--- src/rtl/microwave_pkg.sv ---
// Shared constants and state encoding for the microwave countdown controller.
package microwave_pkg;

    localparam int unsigned DIGIT_W      = 4;
    localparam int unsigned SEC_TENS_MAX = 5;
    localparam int unsigned BCD_MAX      = 9;

    typedef enum logic [2:0] {
        IDLE  = 3'd0,
        ENTRY = 3'd1,
        RUN   = 3'd2,
        PAUSE = 3'd3,
        DONE  = 3'd4
    } state_t;

endpackage

--- src/rtl/microwave_timer_ctrl_digit.sv ---
// timer_digit: one BCD down-counter digit with a configurable modulus.
//   clk, clrn : clock, async active-low reset
//   load, din : synchronous load (wins over en)
//   en        : count down one step
//   q         : registered digit value
//   zero      : q == 0
//   borrow    : combinational, en && q == 0 (wrap to MODULUS-1, feeds next digit)
module timer_digit
    import microwave_pkg::*;
#(
    parameter int unsigned MODULUS = 10
) (
    input  logic               clk,
    input  logic               clrn,
    input  logic               load,
    input  logic [DIGIT_W-1:0] din,
    input  logic               en,
    output logic [DIGIT_W-1:0] q,
    output logic               zero,
    output logic               borrow
);

    assign zero   = (q == '0);
    assign borrow = en && zero;

    // Load has priority; counting wraps 0 -> MODULUS-1.
    always_ff @(posedge clk or negedge clrn) begin
        if (!clrn) begin
            q <= '0;
        end else if (load) begin
            q <= din;
        end else if (en) begin
            q <= zero ? DIGIT_W'(MODULUS - 1) : q - DIGIT_W'(1);
        end
    end

endmodule

--- src/rtl/microwave_timer_ctrl.sv ---
// Microwave countdown sequencer: keypad entry into M:SS, run/pause/done FSM
// on a 1 Hz tick, magnetron enable and end-of-cook indication.
//   clk, clrn            : clock, async active-low reset
//   tick                 : 1 Hz enable pulse
//   key_valid, key_data  : keypad digit strobe
//   start, stop, clear   : one-cycle requests
//   door_closed          : door level, 1 = closed
//   min_ones, sec_tens, sec_ones : displayed time
//   mag_on, done, state  : magnetron enable, end-of-cook, FSM state
module microwave_timer_ctrl
    import microwave_pkg::*;
#(
    parameter int unsigned DONE_TICKS = 3,
    parameter int unsigned MAX_MIN    = 9
) (
    input  logic               clk,
    input  logic               clrn,
    input  logic               tick,
    input  logic               key_valid,
    input  logic [DIGIT_W-1:0] key_data,
    input  logic               start,
    input  logic               stop,
    input  logic               clear,
    input  logic               door_closed,
    output logic [DIGIT_W-1:0] min_ones,
    output logic [DIGIT_W-1:0] sec_tens,
    output logic [DIGIT_W-1:0] sec_ones,
    output logic               mag_on,
    output logic               done,
    output logic [2:0]         state
);

    localparam int unsigned CNT_W = 4;

    state_t             st_q, st_d;
    logic               mag_d, done_d;
    logic [CNT_W-1:0]   cnt_q, cnt_d;
    logic               ld, count_en;
    logic [DIGIT_W-1:0] min_din, tens_din, ones_din;
    logic               min_zero, tens_zero, ones_zero;
    logic               ones_borrow, tens_borrow, unused_borrow;
    logic               time_zero, time_one, key_ok, can_start;

    assign time_zero = min_zero && tens_zero && ones_zero;
    assign time_one  = min_zero && tens_zero && (sec_ones == DIGIT_W'(1));
    // Old sec_ones becomes sec_tens and old sec_tens becomes min_ones.
    assign key_ok    = key_valid
                    && (key_data <= DIGIT_W'(BCD_MAX))
                    && (sec_ones <= DIGIT_W'(SEC_TENS_MAX))
                    && (sec_tens <= DIGIT_W'(MAX_MIN));
    assign can_start = start && door_closed && !time_zero;

    assign state = st_q;

    // Digit chain: sec_ones -> sec_tens -> min_ones via borrow.
    timer_digit #(.MODULUS(10)) u_sec_ones (
        .clk(clk), .clrn(clrn), .load(ld), .din(ones_din), .en(count_en),
        .q(sec_ones), .zero(ones_zero), .borrow(ones_borrow)
    );
    timer_digit #(.MODULUS(6)) u_sec_tens (
        .clk(clk), .clrn(clrn), .load(ld), .din(tens_din), .en(ones_borrow),
        .q(sec_tens), .zero(tens_zero), .borrow(tens_borrow)
    );
    // A borrow out of the minutes digit cannot occur: RUN is left at 0:00.
    timer_digit #(.MODULUS(10)) u_min_ones (
        .clk(clk), .clrn(clrn), .load(ld), .din(min_din), .en(tens_borrow),
        .q(min_ones), .zero(min_zero), .borrow(unused_borrow)
    );

    // State, magnetron, done flag and done-tick counter registers.
    always_ff @(posedge clk or negedge clrn) begin
        if (!clrn) begin
            st_q   <= IDLE;
            mag_on <= 1'b0;
            done   <= 1'b0;
            cnt_q  <= '0;
        end else begin
            st_q   <= st_d;
            mag_on <= mag_d;
            done   <= done_d;
            cnt_q  <= cnt_d;
        end
    end

    // Next state with priority clear > stop/door > start > key > tick.
    always_comb begin
        st_d     = st_q;
        mag_d    = mag_on;
        done_d   = done;
        cnt_d    = cnt_q;
        ld       = 1'b0;
        count_en = 1'b0;
        min_din  = sec_tens;
        tens_din = sec_ones;
        ones_din = key_data;

        if (clear) begin
            st_d     = IDLE;
            mag_d    = 1'b0;
            done_d   = 1'b0;
            cnt_d    = '0;
            ld       = 1'b1;
            min_din  = '0;
            tens_din = '0;
            ones_din = '0;
        end else begin
            case (st_q)
                IDLE, ENTRY: begin
                    if (!stop) begin
                        if (start) begin
                            if (can_start) begin
                                st_d  = RUN;
                                mag_d = 1'b1;
                            end
                        end else if (key_ok) begin
                            ld   = 1'b1;
                            st_d = ENTRY;
                        end
                    end
                end
                PAUSE: begin
                    if (!stop && can_start) begin
                        st_d  = RUN;
                        mag_d = 1'b1;
                    end
                end
                RUN: begin
                    if (stop || !door_closed) begin
                        st_d  = PAUSE;
                        mag_d = 1'b0;
                    end else if (tick) begin
                        count_en = 1'b1;
                        if (time_one) begin
                            st_d   = DONE;
                            mag_d  = 1'b0;
                            done_d = 1'b1;
                            cnt_d  = '0;
                        end
                    end
                end
                DONE: begin
                    if (tick) begin
                        if (cnt_q == CNT_W'(DONE_TICKS - 1)) begin
                            st_d   = IDLE;
                            done_d = 1'b0;
                            cnt_d  = '0;
                        end else begin
                            cnt_d = cnt_q + CNT_W'(1);
                        end
                    end
                end
                default: begin
                    st_d   = IDLE;
                    mag_d  = 1'b0;
                    done_d = 1'b0;
                    cnt_d  = '0;
                end
            endcase
        end
    end

endmodule

--- config.mk ---
export PLATFORM = sky130hd
export DESIGN_NAME = microwave_timer_ctrl
export DESIGN_NICKNAME = d
export VERILOG_FILES = /design/src/rtl/microwave_pkg.sv /design/src/rtl/microwave_timer_ctrl_digit.sv /design/src/rtl/microwave_timer_ctrl.sv
export SDC_FILE = /design/constraint.sdc
export NUM_CORES = 1
export LEC_CHECK = 0
export BUFFER_PORTS_ARGS = -buffer_cell sky130_fd_sc_hd__buf_2
export CAP_MARGIN = 20
export CORE_MARGIN = 2
export CORE_UTILIZATION = 48
export CTS_CLUSTER_SIZE = 8
export DETAILED_ROUTE_END_ITERATION = 8
export PLACE_DENSITY = 0.77
export SLEW_MARGIN = 20
export SYNTH_ARGS = -nofsm -noshare
export SYNTH_HDL_FRONTEND = slang
export SYNTH_SLANG_ARGS = --single-unit
--- constraint.sdc ---
create_clock -name clk -period 2.9 [get_ports clk]
set_input_delay 0.29 -clock clk [delete_from_list [all_inputs] [get_ports clk]]
set_output_delay 0.29 -clock clk [all_outputs]
set_load 0.01 [all_outputs]
# Word level (Yosys, flattened, before mapping)
# Index checks and enable logic that the tools add are counted.
# totals
register_bits	21
# classes
n_eq_ne	21
mux	56
n_reduce_logical	28
add_sub_neg	4
n_lt_le_gt_ge	3
# op_table
operator	n
4-bit two-way mux	18
3-bit two-way mux	11
3-bit inequality test, second input constant	9
1-bit two-way mux	23
4-bit inequality test, second input constant	4
4-bit logical NOT	3
3-bit case mux with 4 select lines	1
4-bit case mux with 3 select lines	1
4-bit by 1-bit subtractor with 4-bit output, second input constant	3
1-bit logical AND	11
4-bit <= comparator, second input constant	2
8-bit AND reduction	1
7-bit AND reduction	1
3-bit by 2-bit == test with 1-bit output, second input constant	2
6-bit AND reduction	1
2-bit nonzero test	3
5-bit AND reduction	1
4-bit by 1-bit adder with 4-bit output, second input constant	1
4-bit by 1-bit == test with 1-bit output, second input constant	1
4-bit by 2-bit == test with 1-bit output, second input constant	1
4-bit by 3-bit <= comparator with 1-bit output, second input constant	1
1-bit case mux with 4 select lines	1
3-bit by 1-bit == test with 1-bit output, second input constant	1
3-bit == test, second input constant	1
8 further kinds	10

# Longest topological paths before layout
# Gate-level depths: netlist (run 1).
# depth
depth_word	10
depth_mapped	7

# By module
# From an unflattened synthesis (run 1), not the netlist that was laid out.
# hier_totals
cells_unflattened	154
hier_area_um2	1393.8
# by_module_without_submodules
module	instances	seq_area_each_um2	cells_per_inst	area_each_um2
microwave_timer_ctrl	1	225.2	87	732.0
timer_digit (u_min_ones ...)	2	100.1	23	229.0
timer_digit (u_sec_tens)	1	100.1	21	203.9

# Least setup slack after synthesis (run 1)
# OpenSTA, ideal clock, no wires.
# synth_path
path_type	register -> register
start	register u_min_ones.q[0]
end	register st_q[0] (netlist: state[0])
t_arrival_ps	1971
setup_slack_ps	804
stages_incl_launch_ff	6
n_path_buf	0
period_less_slack_ps	2096
cell_sequence	dfrtp_1 -> or4_4 -> nor4_4 -> o211ai_2 -> nand3b_1 -> mux2_4
# synth_between
elab_chain_cells	8
elab_cells_between_ends	11
# synth_lines
item	line_no	text
start, declared	microwave_timer_ctrl_digit.sv:18	output logic [DIGIT_W-1:0] q,
start signal, assigned	microwave_timer_ctrl_digit.sv:31	q <= din;
start signal, assigned	microwave_timer_ctrl_digit.sv:33	q <= zero ? DIGIT_W'(MODULUS - 1) : q - DIGIT_W'(1);
4-bit logical NOT (*)	microwave_timer_ctrl_digit.sv:23	assign zero = (q == '0);
1-bit logical AND (*)	microwave_timer_ctrl.sv:44, microwave_timer_ctrl.sv:45	
1-bit logical AND	microwave_timer_ctrl.sv:44	assign time_zero = min_zero && tens_zero && ones_zero;
1-bit logical NOT	microwave_timer_ctrl.sv:51	assign can_start = start && door_closed && !time_zero;
1-bit logical AND	microwave_timer_ctrl.sv:51	
1-bit logical AND	microwave_timer_ctrl.sv:122	if (!stop && can_start) begin
3-bit inequality test (no line)	-	
8-bit AND reduction (no line) (*)	-	
end signal, assigned	microwave_timer_ctrl.sv:78	st_q <= st_d;
end, declared	microwave_timer_ctrl.sv:35	state_t st_q, st_d;
# Mark *: on every way between the ends. The rest lies on a longest branch, timed or not.
# A chain may end at the register's enable or synchronous reset.

# Worst setup path in the final report (run 1)
# layout_path
start	register u_sec_tens.q[0]
end	register st_q[0] (netlist: state[0])
# layout_between
elab_chain_cells	8
elab_cells_between_ends	14
# layout_lines
item	line_no
start, declared	microwave_timer_ctrl_digit.sv:18
start signal, assigned	microwave_timer_ctrl_digit.sv:31
start signal, assigned	microwave_timer_ctrl_digit.sv:33
branches (longest 7 deep; another with 4-bit <= comparator)	-
8-bit AND reduction (no line) (*)	-
# Mark *: on every way between the ends.

==> metrics.yaml, run 1 <==
routing:
  wl_met3_um: 123
  drt_wl_total_um: 3030
  ant_nets: 0
  drc: 0
  num_vias: 1252
  drtIter0Drc: 59
  wl_met1_um: 1470
  top_layer: "met4"
  dr.pass1.iters: 4
  viasPerCell: 6.08
  wl_met2_um: 1420
  wl_per_cell_um: 14.7
die:
  initial_utilization: 0.499
  rows: 19
  io_pins: 29
  dieArea_um2: 3280
  die_h_um: 57.3
  die_w_um: 57.3
  design.core.area_um2: 2730
worst_setup_path:
  critPathCaptureType: "flop"
  ff2ff_path_depth: 5
  r2r_end: "state[0]"
  critPathLaunchType: "flop"
  critPathLaunch: "u_sec_tens.q[0]"
  worstPathArrival_ps: 2460
  rr_startpoint: "u_sec_tens.q[0]"
  required_ps: 3100
  path_max_fanout: 7
  ff2ff_setup_slack_ps: 640
  critical_path_class: "reg2reg"
power:
  peakVddDrop_v: 0.000304
  p_leak_nw: 0.738
  power_density_nw_per_um2: 399
yosys:
  synth-seq-area-share: 0.385
  ys_seq_elements: 21
  synth_compound_area_frac: 0.187
  synthAdderAreaFrac: 0.0183
  synth_common_cells: "25 x nor2_1, 21 x dfrtp_1, 9 x a211oi_1"
  synth-simple-area-share: 0.299
  synth_top_cell_area_share: 0.385
  syn_area_per_cell_um2: 9.15
  ys.flop_type: "dfrtp_1"
  synthMuxAreaShare: 0.0486
  synth_cell_type_count: 45
  synthCells: 149
  synthXorXnorAreaFrac: 0.0321
  synth_top_family_by_area: "simple AND/OR/NAND/NOR gates"
  yosysTopAreaCell: "dfrtp_1"
  post-synth-top-count-cell: "nor2_1"
  ys_warn_count: 0
  synthArstFlopShare: 1.00
  ys_top_cells_by_area: "dfrtp_1 39%, nor2_1 6.9%, a211oi_1 5.0%"
  synth.net_count: 163
  synth_edf_count: 0
  netlist_area_um2: 1360
grt:
  grt_pass1_vias: 1099
  grt.overflow.total: 0
  grt_max_degree: 22
  antenna_found_initial: 0
  grt_pass1_wl_um: 4900
  grt_usage: 0.187
sta:
  skew_ps: 8.36
  worstMarginPinSlew_ps: 645
  hold_ws_ps: 262
  finalCriticalPeriod_ps: 2260
  maxSlewViolCount: 0
  tns_ps: 0
  min_period_over_period: 0.779
  max_freq_mhz: 442
  finalHoldViolations: 0
  slew-limit-headroom: 0.570
  setup_viol: 0
  grt_setup_unrepaired: "false"
placement:
  place_congestion: 0.821
  dp_hpwl_um: 2190
  io_buffers: 28
hold_path:
  worstHoldStart: "key_data[0]"
  hold_path_end: "u_sec_ones.q[0]"
  hold_path_class: "in2reg"
  whs_path_depth: 3
clock_network:
  clock-sinks: 21
  cts-root-buf: "clkbuf_4"
  cts.clk_slew.worst_paths_ps: 130
  cts_max_path_buffers: 2
  cts_made_buffers: 3
  cts_tree: "built"
  cts_repair_resize_count: 0
  htree_levels: 1
  ctsHoldBuffers: 1
  insertion_delay_ps: 300
  post_cts_buffers: 0
finish:
  drive_above_1_share: 0.269
  n_antenna_cell: 0
  nFillCells: 241
  syn_to_final_growth_pct: 13.8
  nets: 190
status:
  status: "complete, no violations"
run:
  drv_cap: 0
[flip-flops by register name, summed over array words and instances (netlist names)]
register	count
u_sec_tens.q	4
u_min_ones.q	4
done	1
cnt_q	4
u_sec_ones.q	4
mag_on	1
state	3
[worst max-delay path: stages (launching register included)]
cell and delay (ps):
dfrtp_1 460, or4_1 710, o31ai_2 400, o211ai_1 150, nand3b_1 130, mux2_4 300
[worst max path at each step]
stage	end	slack [ps]
3_5_place_dp	u_sec_ones.q[3]	680
3_3_place_gp	state[0]	720
2_1_floorplan	state[0]	800
4_1_cts	state[0]	650
6_report	state[0]	640
5_1_grt	u_sec_ones.q[3]	510
[cells in the final DEF, fill, tap and decap left out, drive strengths merged, types with 2 or more instances in the layout]
cell type,synthesis,routed
dfrtp,21,21
nand2,4,4
ha,2,2
a21oi,5,5
nor3,4,4
nand3b,3,3
buf,2,28
a211oi,9,9
or4,4,4
nor2b,6,6
or2,5,5
xnor2,3,3
inv,3,3
o22a,3,3
mux2,2,2
clkbuf,5,3
mux2i,4,4
nor2,25,25
xor2,2,2
nand3,4,4
nand2b,3,3
o211ai,3,3
nor4,4,4
nand4,2,2
or4b,2,2
nand4b,2,2
o21ai,5,5
[where the power goes]
group / total (mW) / switching (mW) / internal [mW]
Combinational: 0.139 / 0.0750 / 0.0641
Sequential: 0.336 / 0.0279 / 0.308
Clock: 0.144 / 0.0923 / 0.0514
Total: 0.619 / 0.195 / 0.424
[layout make-up]
cell class	count	area, µm²	share of cell area
Clock buffer	3	22.5	0.0145
Multi-Input combinational cell	118	798	0.515
Timing Repair Buffer	29	150	0.0968
Sequential cell	21	526	0.339
Clock inverter	1	5.00	0.00323
Tap cell	31	38.8	0.0250
Inverter	3	11.3	0.00726
[metrics by stage]
stage	instance area, µm²	power, mW	worst slack [ps]	std cells	util
floorplan	1360	0.432	804	149	-
global placement	1510	0.476	719	201	0.554
detailed placement	1510	0.479	684	201	0.554
CTS	1550	0.624	652	206	0.568
global route	1550	0.655	508	206	0.568
finish	1550	0.619	639	206	0.568
[logic make-up after synthesis]
logic type      after synthesis
simple gates                 71
compound gates               34
flops                        21
buf+inv                      10
mux                           6
xor+xnor                      5
fa+ha+maj                     2
[metal layers]
| layer | track usage | vias up |
|---|---|---|
| li1 | - | 605 |
| met1 | 0.263 | 612 |
| met2 | 0.307 | 33 |
| met3 | 0.0249 | 2 |
| met4 | 0.0498 | 0 |
| met5 | 0 | - |
Note: power is estimated with default switching activity, not from simulation.
==> run 2: changes to the inputs <==
- ABC_AREA: default -> 1
- PLACE_DENSITY: 0.77 -> 0.75
- clock period: 2.9 -> 2.1 ns (I/O delays scaled with it)
==> metrics.yaml, run 2 <==
grt:
  met1_usage: 0.268  # was 0.263
  grt_max_degree: 22  # unchanged
  antenna_found_initial: 0  # unchanged
  grt.overflow.total: 0  # unchanged
  groute.layer.met2.usage: 0.351  # was 0.307
  use_met3: 0.0483  # was 0.0249
  grt_pass1_vias: 1358  # was 1099
  busiest_layer: "met2"  # unchanged
  grt_pass1_wl_um: 5780  # was 4900 µm
  grt_usage: 0.204  # was 0.187
routing:
  drt_wl_total_um: 3470  # was 3030 µm
  viasPerCell: 5.01  # was 6.08
  dr.pass1.iters: 4  # unchanged
  drc: 0  # unchanged
  num_vias: 1577  # was 1252
  wl_per_cell_um: 11.0  # was 14.7 µm
  ant_nets: 0  # unchanged
  drtIter0Drc: 55  # was 59
yosys:
  synthArstFlopShare: 1.00  # unchanged
  yosysTopAreaCell: "dfrtp_1"  # unchanged
  synth_common_cells: "73 x nand2_1, 26 x inv_1, 25 x nor2_1"  # was 25 x nor2_1, 21 x dfrtp_1, 9 x a211oi_1
  netlist_area_um2: 1570  # was 1360 µm²
  syn_area_per_cell_um2: 6.56  # was 9.15 µm²
  synth_compound_area_frac: 0.125  # was 0.187
  ys_top_cells_by_area: "dfrtp_1 33%, nand2_1 17%, nand3_1 6.7%"  # was dfrtp_1 39%, nor2_1 6.9%, a211oi_1 5.0%
  synth-seq-area-share: 0.334  # was 0.385
  synth_top_family_by_area: "simple AND/OR/NAND/NOR gates"  # unchanged
  synthMuxAreaShare: 0  # was 0.0486
  synthAdderAreaFrac: 0.0159  # was 0.0183
  ys.flop_type: "dfrtp_1"  # unchanged
  post-synth-top-count-cell: "nand2_1"  # was nor2_1
  synth-simple-area-share: 0.431  # was 0.299
  ys_warn_count: 0  # unchanged
  synth_edf_count: 0  # unchanged
  synth_cell_type_count: 29  # was 45
  synthXorXnorAreaFrac: 0.00556  # was 0.0321
  synthCells: 240  # was 149
  synth.net_count: 254  # was 163
  ys_seq_elements: 21  # unchanged
  synth_top_cell_area_share: 0.334  # was 0.385
worst_setup_path:
  worstPathArrival_ps: 1900  # was 2460 ps
  crit_path_top_delay_cell: "dfrtp_1"  # was or4_1
  crit_top_cell: "nand2_1"
  ff2ff_setup_slack_ps: 380  # was 640 ps
  ff2ff_path_depth: 8  # was 5
  critPathLaunchType: "flop"  # unchanged
  critPathMaxStageDelay_ps: 410  # was 710 ps
  critPathCaptureType: "flop"  # unchanged
  required_ps: 2290  # was 3100 ps
  crit_chain: "inv_1, nand2_1, nor2_1, nand4_4, nand2_2, inv_2, nand2_1, o21ai_0"  # was or4_1, o31ai_2, o211ai_1, nand3b_1, mux2_4
  critical_path_class: "reg2reg"  # unchanged
  rr_startpoint: "u_sec_ones.q[3]"  # was u_sec_tens.q[0]
  path_max_fanout: 15  # was 7
  r2r_end: "u_sec_ones.q[2]"  # was state[0]
  critPathLaunch: "u_sec_ones.q[3]"  # was u_sec_tens.q[0]
clock_network:
  clock-sinks: 21  # unchanged
  cts-root-buf: "clkbuf_4"  # unchanged
  htree_levels: 1  # unchanged
  insertion_delay_ps: 310  # was 300 ps
  cts.clk_slew.worst_paths_ps: 100  # was 130 ps
  cts_max_path_buffers: 2  # unchanged
  cts_tree: "built"  # unchanged
  cts_repair_resize_count: 0  # unchanged
  cts_made_buffers: 3  # unchanged
die:
  die_w_um: 61.3  # was 57.3 µm
  rows: 20  # was 19
  dieArea_um2: 3750  # was 3280 µm²
  io_pins: 29  # unchanged
  design.core.area_um2: 3080  # was 2730 µm²
  die_h_um: 61.3  # was 57.3 µm
  initial_utilization: 0.511  # was 0.499
power:
  intPower_mw: 0.822  # was 0.424 mW
  finalPower_mw: 1.50  # was 0.619 mW
  p_clk_frac: 0.130  # was 0.232
  p_sw_mw: 0.680  # was 0.195 mW
  power_density_nw_per_um2: 840  # was 399 nW/µm²
  peakVddDrop_v: 0.000510  # was 0.000304 V
  swShare: 0.453  # was 0.315
  p_comb_frac: 0.483  # was 0.225
  p_seq_frac: 0.387  # was 0.543
  p_leak_nw: 0.980  # was 0.738 nW
finish:
  layout_common_cells: "73 x nand2_1, 28 x buf_2, 26 x inv_1"  # was 28 x buf_2, 25 x nor2_1, 21 x dfrtp_1
  drive_above_1_share: 0.203  # was 0.269
  n_antenna_cell: 0  # unchanged
  stdcell_area_um2: 1790  # was 1550 µm²
  layoutNonFillerInstCount: 315  # was 206
  final_common_cell: "nand2_1"  # was buf_2
  syn_to_final_growth_pct: 13.7  # was 13.8%
  nets: 286  # was 190
hold_path:
  worstHoldStart: "key_data[0]"  # unchanged
  hold_path_class: "in2reg"  # unchanged
  hold_path_end: "u_sec_ones.q[0]"  # unchanged
  whs_path_depth: 5  # was 3
status:
  status: "complete, no violations"  # unchanged
sta:
  worstMarginPinSlew_ps: 485  # was 645 ps
  maxSlewViolCount: 0  # unchanged
  slew-limit-headroom: 0.677  # was 0.570
  skew_ps: 11.1  # was 8.36 ps
  max_freq_mhz: 583  # was 442 MHz
  grt_setup_unrepaired: "false"  # unchanged
  setup_viol: 0  # unchanged
  tns_ps: 0  # unchanged
  finalHoldViolations: 0  # unchanged
  min_period_over_period: 0.817  # was 0.779
  finalCriticalPeriod_ps: 1720  # was 2260 ps
placement:
  place_area_um2: 1750  # was 1510 µm²
  place_congestion: 0.874  # was 0.821
  dp_hpwl_um: 2730  # was 2190 µm
  io_buffers: 28  # unchanged
  dp_cells: 310  # was 201
run:
  drv_cap: 0  # unchanged
-- run 2: power by group through the flow --
stage	Clock, mW	Sequential, mW	Combinational, mW
floorplan	0	0.613	0.501
global placement	0	0.588	0.717
detailed placement	0	0.590	0.722
CTS	0.206	0.581	0.727
global route	0.224	0.598	0.835
finish	0.195	0.581	0.726
-- run 2: logic make-up after synthesis --
family,after synthesis
XOR/XNOR,1
AO/OA/AOI/OAI,36
flip-flops,21
buffers and inverters,34
adder cells (fa/ha/maj),2
AND/OR/NAND/NOR,146
-- run 2: layer usage --
layer | wire (µm) | vias up | part of all wire
met5 | 0 | - | 0
met4 | 27 | 0 | 0.0078
met1 | 1720 | 709 | 0.50
met3 | 157 | 5 | 0.045
li1 | - | 838 | -
met2 | 1560 | 25 | 0.45
-- run 2: critical path: cells and delay by family (launching register included) --
family	cells	cell delay (ps)
flops	1	410
compound gates	1	90
buf+inv	2	220
simple gates	5	880
-- run 2: cell type report --
cell class	count	area, µm²
well taps	44	55.1
repair buffers	30	158
inverters	31	116
flip-flops and latches	21	526
clock buffers	4	26.3
multi-input cells	185	908
fillers	326	1290
-- run 2: timing repair --
| action | CTS | global route |
|---|---|---|
| hold buffers | 1 | 0 |
| buffers inserted | 0 | 0 |
| endpoints found under the hold margin | 21 | 0 |
| endpoints found under the setup margin | 0 | 0 |
-- run 2: how the worst max path moves through the flow --
stage | to | slack [ps] | cells past startpoint
after floorplan | mag_on | 620 | 8
after global placement | u_sec_ones.q[2] | 380 | 8
after detailed placement | u_sec_ones.q[1] | 400 | 8
after CTS | u_sec_ones.q[2] | 380 | 8
after global routing | u_sec_ones.q[1] | 170 | 8
final | u_sec_ones.q[2] | 380 | 8
-- run 2: stage by stage --
step | hold slack [ps] | worst slack (ps) | utilization
2_1_floorplan | -85.6 | 624 | -
3_3_place_gp | 197 | 383 | 0.570
3_5_place_dp | 198 | 397 | 0.570
4_1_cts | 216 | 379 | 0.581
5_1_grt | 241 | 169 | 0.581
6_report | 217 | 384 | 0.581
